[src/rtl/shift_sub_divider.sv]
// Unsigned restoring divider: one quotient bit per clock and DVD_W cycles per divide.
// A zero divisor produces an immediate all-ones quotient and raises div_by_zero.
module shift_sub_divider #(
  parameter int DVD_W = 8,
  parameter int DVS_W = 4
) (
  input  logic             clk,
  input  logic             rst,
  input  logic             start,
  input  logic [DVD_W-1:0] dividend,
  input  logic [DVS_W-1:0] divisor,
  output logic             busy,
  output logic             done,
  output logic [DVD_W-1:0] quotient,
  output logic [DVS_W-1:0] remainder,
  output logic             div_by_zero
);

  localparam int CNT_W = $clog2(DVD_W + 1);

  typedef enum logic [1:0] {IDLE, CALC, DONE} state_t;

  state_t           r_state;
  logic [DVD_W-1:0] r_dvd;
  logic [DVS_W-1:0] r_dvs;
  logic [DVS_W-1:0] r_rem;
  logic [CNT_W-1:0] r_cnt;
  logic [DVD_W-1:0] r_quot;
  logic [DVS_W-1:0] r_remout;
  logic             r_dbz;
  logic             r_busy;
  logic             r_done;

  logic [DVS_W:0]   w_t;
  logic [DVS_W:0]   w_sub;
  logic             w_qbit;
  logic [DVS_W-1:0] w_rem_nxt;
  logic [DVD_W-1:0] w_dvd_nxt;
  logic             w_last;

  // The partial remainder stays below the divisor, so t < 2*divisor and the
  // sign bit of t - divisor is exactly the borrow; the stored remainder
  // therefore never needs its top bit.
  always_comb begin
    w_t       = {r_rem, r_dvd[DVD_W-1]};
    w_sub     = w_t - {1'b0, r_dvs};
    w_qbit    = ~w_sub[DVS_W];
    w_rem_nxt = w_qbit ? w_sub[DVS_W-1:0] : w_t[DVS_W-1:0];
    w_dvd_nxt = {r_dvd[DVD_W-2:0], w_qbit};
    w_last    = (r_cnt == CNT_W'(DVD_W - 1));
  end

  always_ff @(posedge clk or posedge rst) begin
    if (rst) begin
      r_state  <= IDLE;
      r_dvd    <= '0;
      r_dvs    <= '0;
      r_rem    <= '0;
      r_cnt    <= '0;
      r_quot   <= '0;
      r_remout <= '0;
      r_dbz    <= 1'b0;
      r_busy   <= 1'b0;
      r_done   <= 1'b0;
    end else begin
      r_done <= 1'b0;
      case (r_state)
        IDLE: begin
          if (start) begin
            if (divisor == '0) begin
              r_quot   <= '1;
              r_remout <= '0;
              r_dbz    <= 1'b1;
              r_done   <= 1'b1;
              r_state  <= DONE;
            end else begin
              r_dvd   <= dividend;
              r_dvs   <= divisor;
              r_rem   <= '0;
              r_cnt   <= '0;
              r_busy  <= 1'b1;
              r_state <= CALC;
            end
          end
        end
        CALC: begin
          r_dvd <= w_dvd_nxt;
          r_rem <= w_rem_nxt;
          r_cnt <= r_cnt + CNT_W'(1);
          if (w_last) begin
            r_quot   <= w_dvd_nxt;
            r_remout <= w_rem_nxt;
            r_dbz    <= 1'b0;
            r_busy   <= 1'b0;
            r_done   <= 1'b1;
            r_state  <= DONE;
          end
        end
        DONE:    r_state <= IDLE;
        default: r_state <= IDLE;
      endcase
    end
  end

  assign busy        = r_busy;
  assign done        = r_done;
  assign quotient    = r_quot;
  assign remainder   = r_remout;
  assign div_by_zero = r_dbz;

endmodule

[config.mk]
export PLATFORM = sky130hd
export DESIGN_NAME = shift_sub_divider
export DESIGN_NICKNAME = d
export VERILOG_FILES = /design/src/rtl/shift_sub_divider.sv
export SDC_FILE = /design/constraint.sdc
export NUM_CORES = 1
export LEC_CHECK = 0
export BUFFER_PORTS_ARGS = -buffer_cell sky130_fd_sc_hd__buf_2
export CORE_MARGIN = 10
export CORE_UTILIZATION = 42
export CTS_BUF_LIST = sky130_fd_sc_hd__clkbuf_8
export DETAILED_ROUTE_END_ITERATION = 8
export PLACE_DENSITY = 0.61
export SYNTH_ARGS = -nofsm -noshare
export SYNTH_HDL_FRONTEND = slang
export SYNTH_SLANG_ARGS = --single-unit
[constraint.sdc]
create_clock -name clk -period 4.7 [get_ports clk]
set_clock_uncertainty 0.15 [all_clocks]
set_input_delay 0.94 -clock clk [delete_from_list [all_inputs] [get_ports clk]]
set_output_delay 0.94 -clock clk [all_outputs]
set_load 0.02 [all_outputs]
-- After elaboration in Yosys (flattened, before gate mapping)
Cells that the tools add are included.
- $add $sub $neg: 2
- $mul: 0
- div/mod/pow operators: 0
- order comparisons: 0
- eq/ne operators: 6
- shift operators: 0
- muxes and demuxes: 31
- bitwise gates (word level): 2
- reductions and logical operators: 8
- operators with widths (operator ; number):
    $mux W8 ; 5
    $pmux W8 S2 ; 2
    $mux W4 ; 6
    $pmux W4 S2 ; 3
    $mux W1 ; 8
    $ne A2 B2 Y1 const B ; 4
    $reduce_and A4 Y1 ; 2
    $mux W2 ; 3
    $pmux W1 S2 ; 3
    $reduce_and A3 Y1 ; 2
    $sub A5 B4 Y5 ; 1
    $add A4 B1 Y4 const B ; 1
    $eq A4 B3 Y1 const B ; 1
    $logic_not A4 Y1 ; 1
    $pmux W2 S2 ; 1
    $eq A2 B1 Y1 const B ; 1
    $logic_not A2 Y1 ; 1
    $not A1 Y1 ; 2
    $reduce_and A2 Y1 ; 1
    $reduce_bool A2 Y1 ; 1
- register bits after elaboration: 37
- bits in latches: 0
- bits in writable memories: 0
- bits in read-only memories: 0
- output and inout bits: 15
- memories: 0

-- Longest topological paths before layout
Gate-level depths: netlist of the first run.
- depth after elaboration: 4
- mapped depth: 8
- gate-level depth less buffers: 8

-- Worst setup path before layout of the first run
Ideal clock, no wire load.
- path type: register to register
- start: reg r_dvd[7]
- end: reg r_remout[1] (netlist: remainder[1])
- setup time: 83 ps
- arrival: 2006 ps
- slack: 2461 ps
- cell stages (with the launch flop): 9
- buffers on the path: 0
- clock period less this slack: 2239 ps
- cells stage by stage: dfrtp_1 > inv_1 > ha_1 > fa_1 > nand2b_1 > a21oi_2 > xor2_2 > mux2_1 > o22ai_1
- word-level cells in the longest chain between the ends: 4
- RTL lines (item ; line ; source):
    start: declaration ; 24 ; logic [DVD_W-1:0] r_dvd;
    start signal: assignment ; 77 ; r_dvd <= dividend;
    start signal: assignment ; 87 ; r_dvd <= w_dvd_nxt;
    $sub A5 B4 Y5 ; 46 ; w_sub = w_t - {1'b0, r_dvs};
    $mux W4 ; 48 ; w_rem_nxt = w_qbit ? w_sub[DVS_W-1:0] : w_t[DVS_W-1:0];
    $mux W4 ; 90 ; if (w_last) begin
    $pmux W4 S2 ; 67 ; case (r_state)
    end signal: assignment ; 92 ; r_remout <= w_rem_nxt;
    end: declaration ; 29 ; logic [DVS_W-1:0] r_remout;
No other way between the ends. The select of a mux whose other input is x is not followed.
A chain may end at the register's enable or synchronous reset.

-- Final worst setup path of the first run
- start: in start
- end: reg r_cnt[3]
- word-level cells in the longest chain between the ends: 2
- RTL lines (item ; line ; source):
    start: declaration ; 9 ; input logic start,
    $ne A2 B2 Y1 (no source line) ; n/a ;
    $reduce_and A3 Y1 (no source line) ; n/a ;
    end signal: assignment ; 89 ; r_cnt <= r_cnt + CNT_W'(1);
    end: declaration ; 27 ; logic [CNT_W-1:0] r_cnt;
No other way between the ends.

==> results of run 1 <==
worst max-delay path by stage:
stage	from	endpoint	slack, ps
floorplan	r_dvd[7]	remainder[1]	2460
global placement	start	r_cnt[3]	1930
detailed placement	start	r_cnt[3]	1890
CTS	start	r_cnt[3]	2170
global route	r_dvd[7]	remainder[2]	2040
finish	start	r_cnt[3]	2210
power breakdown:
group / leakage, nW / total (mW) / internal [mW] / switching, mW
sequential: 0.432 / 0.565 / 0.466 / 0.0991
combinational: 0.449 / 0.731 / 0.292 / 0.439
clock: 0.0626 / 0.283 / 0.171 / 0.112
total: 0.943 / 1.58 / 0.928 / 0.651
worst register-to-register path: cells and delay by family (launching register included):
family	cells	cell delay, ps
adders and majority gates	2	620
DFF	1	360
muxes	1	360
xor gates and xnor gates	1	330
AOI/OAI and AO/OA	2	300
and+or+nand+nor	1	170
buffers and inverters	1	60
Yosys cell counts (3+ instances only):
cell	count	area (µm²)
a21oi_1	12	60.06
a31oi_1	8	50.05
buf_2	3	15.01
buf_4	3	22.52
dfrtp_1	37	925.9
ha_1	5	62.56
inv_1	10	37.54
mux2i_1	3	30.03
nand2_1	25	93.84
nand2b_1	4	25.02
nand3_1	4	20.02
nor2_1	23	86.33
nor2b_1	3	18.77
o21ai_0	8	40.04
o21ai_1	4	20.02
o22ai_1	5	31.28
area by class of cell:
class / instances / share of cell area, %
Sequential cell: 37 / 45.96
Clock buffer: 6 / 4.099
Tap cell: 50 / 3.106
Inverter: 10 / 1.863
Multi-Input combinational cell: 121 / 35.71
Clock inverter: 2 / 1.677
Timing Repair Buffer: 30 / 7.578
through the flow:
step                cell area [µm²]  utilization [%]  hold slack, ps  instances
detailed placement             1898            47.45           369.8        248
CTS                            2014            50.36           385.4        256
floorplan                      1728                -           334.9        176
finish                         2014            50.36           379.8        256
global placement               1898            47.45           361.2        248
global route                   2014            50.36           407.2        256
metal layers:
metal  GRT usage [%]  up-vias  routed length (µm)
li1                -      649                   -
met1           12.49      624                1637
met2           18.33       26                1955
met3           4.348        7                 206
met4           4.718        0                  51
met5               0        -                   0
logic make-up (layout without fill, tap and decap cells):
| group | after synthesis | in the layout | synth area share (%) |
|---|---|---|---|
| multiplexers | 6 | 6 | 3.693 |
| XOR/XNOR | 3 | 3 | 1.956 |
| AND/OR/NAND/NOR | 64 | 64 | 17.09 |
| adder cells (fa/ha/maj) | 6 | 6 | 4.779 |
| flip-flops | 37 | 37 | 53.58 |
| buffers and inverters | 18 | 48 | 4.779 |
| AO/OA/AOI/OAI | 42 | 42 | 14.12 |
registers in the layout (all words and copies together) (netlist names):
name and flops:
busy 1, div_by_zero 1, done 1, quotient 8
r_cnt 4, r_dvd 8, r_dvs 4, r_rem 4
r_state 2, remainder 4
==> results.tsv, run 1 <==
metric	value	unit
maxClockFrequency	401.4	MHz
cp_cell_sequence	buf_2, nor2b_1, nor2b_1, nor2_1, a22o_1	
overflow	0	
multi_input_area	719.4	µm²
layout-drive-gt1-share	20.87	%
tns	0	ps
synth-edff-count	0	
core_area	0.004000	mm²
placementRows	23	
rrSetupSlack	2210	ps
syn_area	0.001728	mm²
start_util	43.20	%
crit_required	4730	ps
synth_seq_cells	37	
grt_pass1_vias	1384	
dp_slack	1892	ps
ff2ff_path_depth	8	
clk_root_buffer_cell	clkbuf_8	
synth-main-ff-cell	dfrtp_1	
whs_endpoint	quotient[2]	
min_from	quotient[2]	
dieArea	0.007080	mm²
fillers	392	
setup_viol	0	
syn_nets	197	
irDropWorstVdd	0.2836	mV
finalPower	1.579	mW
wl	3850	µm
hold_buffers	0	
ys_async_sr_fraction	100.0	%
crit_top_cell	nor2b_1	
seq_area_frac_synth	53.58	%
antenna_cells	0	
cp_max_fo	11	
rsz0062_at_grt	no	
path_buf_inv	1	
port_buffers	29	
synth_warnings	0	
synth_area_per_cell	9.818	µm²
io-pin-count	30	
maxCapViolCount	0	
clk_latency	290	ps
syn_to_final_growth	16.58	%
arrival	2520	ps
path_delay_family	simple AND/OR/NAND/NOR gates	
cts-resized-gates	0	
start_kind	input port	
finalCritPeriodShare	53.00	%
dpl.hpwl	2765	µm
ys_types	32	
fin_crit	2491	ps
final_common_cell	dfrtp_1	
holdPathStages	2	
grt_start_max_net_pins	38	
drtPass1Iterations	4	
cts_tree	built	
drt-vias-per-instance	5.102	
synth_cells	176	
grt_usage	11.13	%
drt-initial-drc-count	88	
cts_buffer_depth	2	
rr_startpoint	r_dvd[7]	
mostFrequentLayoutCells	dfrtp_1 (37), buf_2 (29), nand2_1 (25), nor2_1 (23), a21oi_1 (12)	
ant_nets	0	
fin_ws	2209	ps
wl_per_cell	15.04	µm
slew_viol_final	0	
crit_cells	5	
finalHoldViolCount	0	
antenna_found_initial	0	
clock_sinks	37	
cts_buffers	5	
clk_pin_slew	70	ps
post-cts-setup-buffers	0	
dieWidth	84.14	µm
grt_first_pass_wirelength	6506	µm
crit_type	input port to register	
max_stage_delay	730	ps
num_vias	1306	
rr_endpoint	remainder[3]	
run_status	complete, no violations	
cts_max_level	2	
power_density	783.8	mW/mm²
drc	0	
hold_path.class	register to register	
final_nets	226	
cellLeakagePower	0.9429	nW
slew_headroom	41.29	%
gp_congestion	0.8280	
slowest_stage	nor2b_1	
tightest_slew	880.6	ps
ff_latch_area	925.9	µm²
endpoint_kind	register	
die_y	84.14	µm
Note: power is estimated with default switching activity, not from simulation.
==> run 2, diff against run 1 <==
==> constraint.sdc (replaced) <==
create_clock -name clk -period 2.5 [get_ports clk]
set_clock_uncertainty 0.15 [all_clocks]
set_input_delay 0.5 -clock clk [delete_from_list [all_inputs] [get_ports clk]]
set_output_delay 0.5 -clock clk [all_outputs]
set_load 0.02 [all_outputs]
==> run 2 against run 1 <==
- wire length shrank 0.29%
- first-iteration DRC count is 9.1% lower
- critical path depth is 3 higher
- worst setup slack worse by 2100 ps
- register-to-register slack got worse by 2100 ps
- clock power rose by 90%
- sequential power grew 88%
- final cell count grew 1.6%
- utilization is 1.2 points higher
- power grew 92%
- via count is 2.6% higher
- global-route usage grew 0.58 points
- critical endpoint is now remainder[1]
==> results.tsv, run 2 (synthesis results as in run 1) <==
metric	value	unit	change
antenna_found_initial	0		unchanged
start_util	43.20	%	unchanged
start_kind	register		
irDropWorstVdd	0.5887	mV	+110%
arrival	2420	ps	-100 ps
maxClockFrequency	423.2	MHz	
rr_endpoint	remainder[1]		
cts_tree	built		
antenna_cells	0		unchanged
ff2ff_path_depth	8		unchanged
slew_viol_final	0		unchanged
post-route-util	51.55	%	+1.2 points
finalHoldViolCount	0		unchanged
slew_headroom	37.45	%	-3.8 points
gp_congestion	0.8959		+8.2%
drt-initial-drc-count	80		-9.1%
dp_cells	251		+1.2%
endpoint_kind	register		
hold_path.class	input port to asynchronous set/reset pin		
run_status	complete, no violations		
placementRows	23		unchanged
final_common_cell	dfrtp_1		
cts_max_level	2		unchanged
dieArea	0.007080	mm²	unchanged
fin_ws	137.0	ps	-2072 ps
wl	3839	µm	-0.29%
drc	0		unchanged
finalPower	3.032	mW	+92%
crit_type	register to register		
rr_startpoint	r_dvd[7]		
setup_viol	0		unchanged
grt_start_max_net_pins	38		unchanged
grt_first_pass_wirelength	6741	µm	+3.6%
clock_sinks	37		unchanged
drt-vias-per-instance	5.154		+1.0%
overflow	0		unchanged
io-pin-count	30		unchanged
num_vias	1340		+2.6%
layout-drive-gt1-share	24.76	%	+3.9 points
ant_nets	0		unchanged
tns	0	ps	unchanged
cp_max_fo	5		-6
fin_crit	2363	ps	
cts_buffers	5		unchanged
finalCritPeriodShare	94.52	%	
grt_usage	11.71	%	+0.58 points
syn_to_final_growth	19.33	%	
drtPass1Iterations	4		unchanged
clk_pin_slew	70	ps	about the same
die_y	84.14	µm	unchanged
dp_slack	102.2	ps	-1790 ps
crit_required	2550	ps	-2180 ps
dpl.hpwl	2736	µm	-1.1%
cellLeakagePower	0.9657	nW	+2.4%
clk_root_buffer_cell	clkbuf_8		
rrSetupSlack	140	ps	-2070 ps
clk_latency	280	ps	about the same
instances_no_fill	260		+1.6%
power_density	1471	mW/mm²	+88%
grt_pass1_vias	1379		-0.36%
fillers	387		-1.3%
wl_per_cell	14.77	µm	-1.8%
port_buffers	29		unchanged
final_nets	230		+1.8%
cts_buffer_depth	2		unchanged
core_area	0.004000	mm²	unchanged
mostFrequentLayoutCells	dfrtp_1 (37), buf_2 (29), nand2_1 (25), nor2_1 (23), a21oi_1 (12)		
dieWidth	84.14	µm	unchanged
tightest_slew	938.3	ps	+57.62 ps
rsz0062_at_grt	no		
maxCapViolCount	0		unchanged
## run 2: cell types whose count changed in the layout (fill, tap and decap cells not counted), sizes merged
cell	delta
buf	+4
clkinvlp	+1
inv	-1
## run 2: through the flow
stage               cell area, µm²  hold slack, ps
floorplan                     1728           334.9
global placement              1921           347.1
detailed placement            1921           363.2
CTS                           2041           169.4
global route                  2062           193.6
finish                        2062           158.0
## run 2: power breakdown
part / leakage, nW / internal, mW / total, mW / switching (mW)
registers: 0.432 / 0.875 / 1.06 / 0.185
logic: 0.476 / 0.628 / 1.44 / 0.808
clock network: 0.0574 / 0.324 / 0.537 / 0.213
## run 2: final cells by class
type,count,area (µm²),share of cell area (%)
multi-input combinational,121,733.2,35.56
timing repair buffer,34,182.7,8.859
tap,50,62.56,3.034
sequential,37,925.9,44.90
clock buffer,6,82.58,4.005
clock inverter,2,37.54,1.820
inverter,10,37.54,1.820
## run 2: worst max-delay path, stage by stage (launching register included)
cell      delay, ps
dfrtp_1         350
inv_1            60
ha_1            220
fa_2            350
nand2b_1        160
a21oi_2         190
xor2_2          320
mux2_4          350
o22ai_1         120
## run 2: what timing repair did
item                                    in CTS  in global routing
endpoints found under the setup margin       0                  4
resized for setup                            0                  6
hold buffers                                 0                  0
setup buffers                                0                  1
endpoints found under the hold margin        0                  0
## run 2: per-layer routing
metal	global-route usage, %	up-vias	share of wire [%]
met3	4.251	2	5.4
met5	0	-	0
met2	19.16	27	50
met1	13.59	655	44
li1	-	656	-
met4	4.566	0	0.81
## run 2: worst max path at each step
stage,from,to,slack [ps]
after floorplan,r_dvd[7],remainder[1],260
after global placement,r_dvd[7],remainder[0],170
after detailed placement,r_dvd[7],r_rem[1],100
after CTS,r_dvd[7],r_rem[1],80
after global routing,r_dvd[7],remainder[1],10
final,r_dvd[7],remainder[1],140
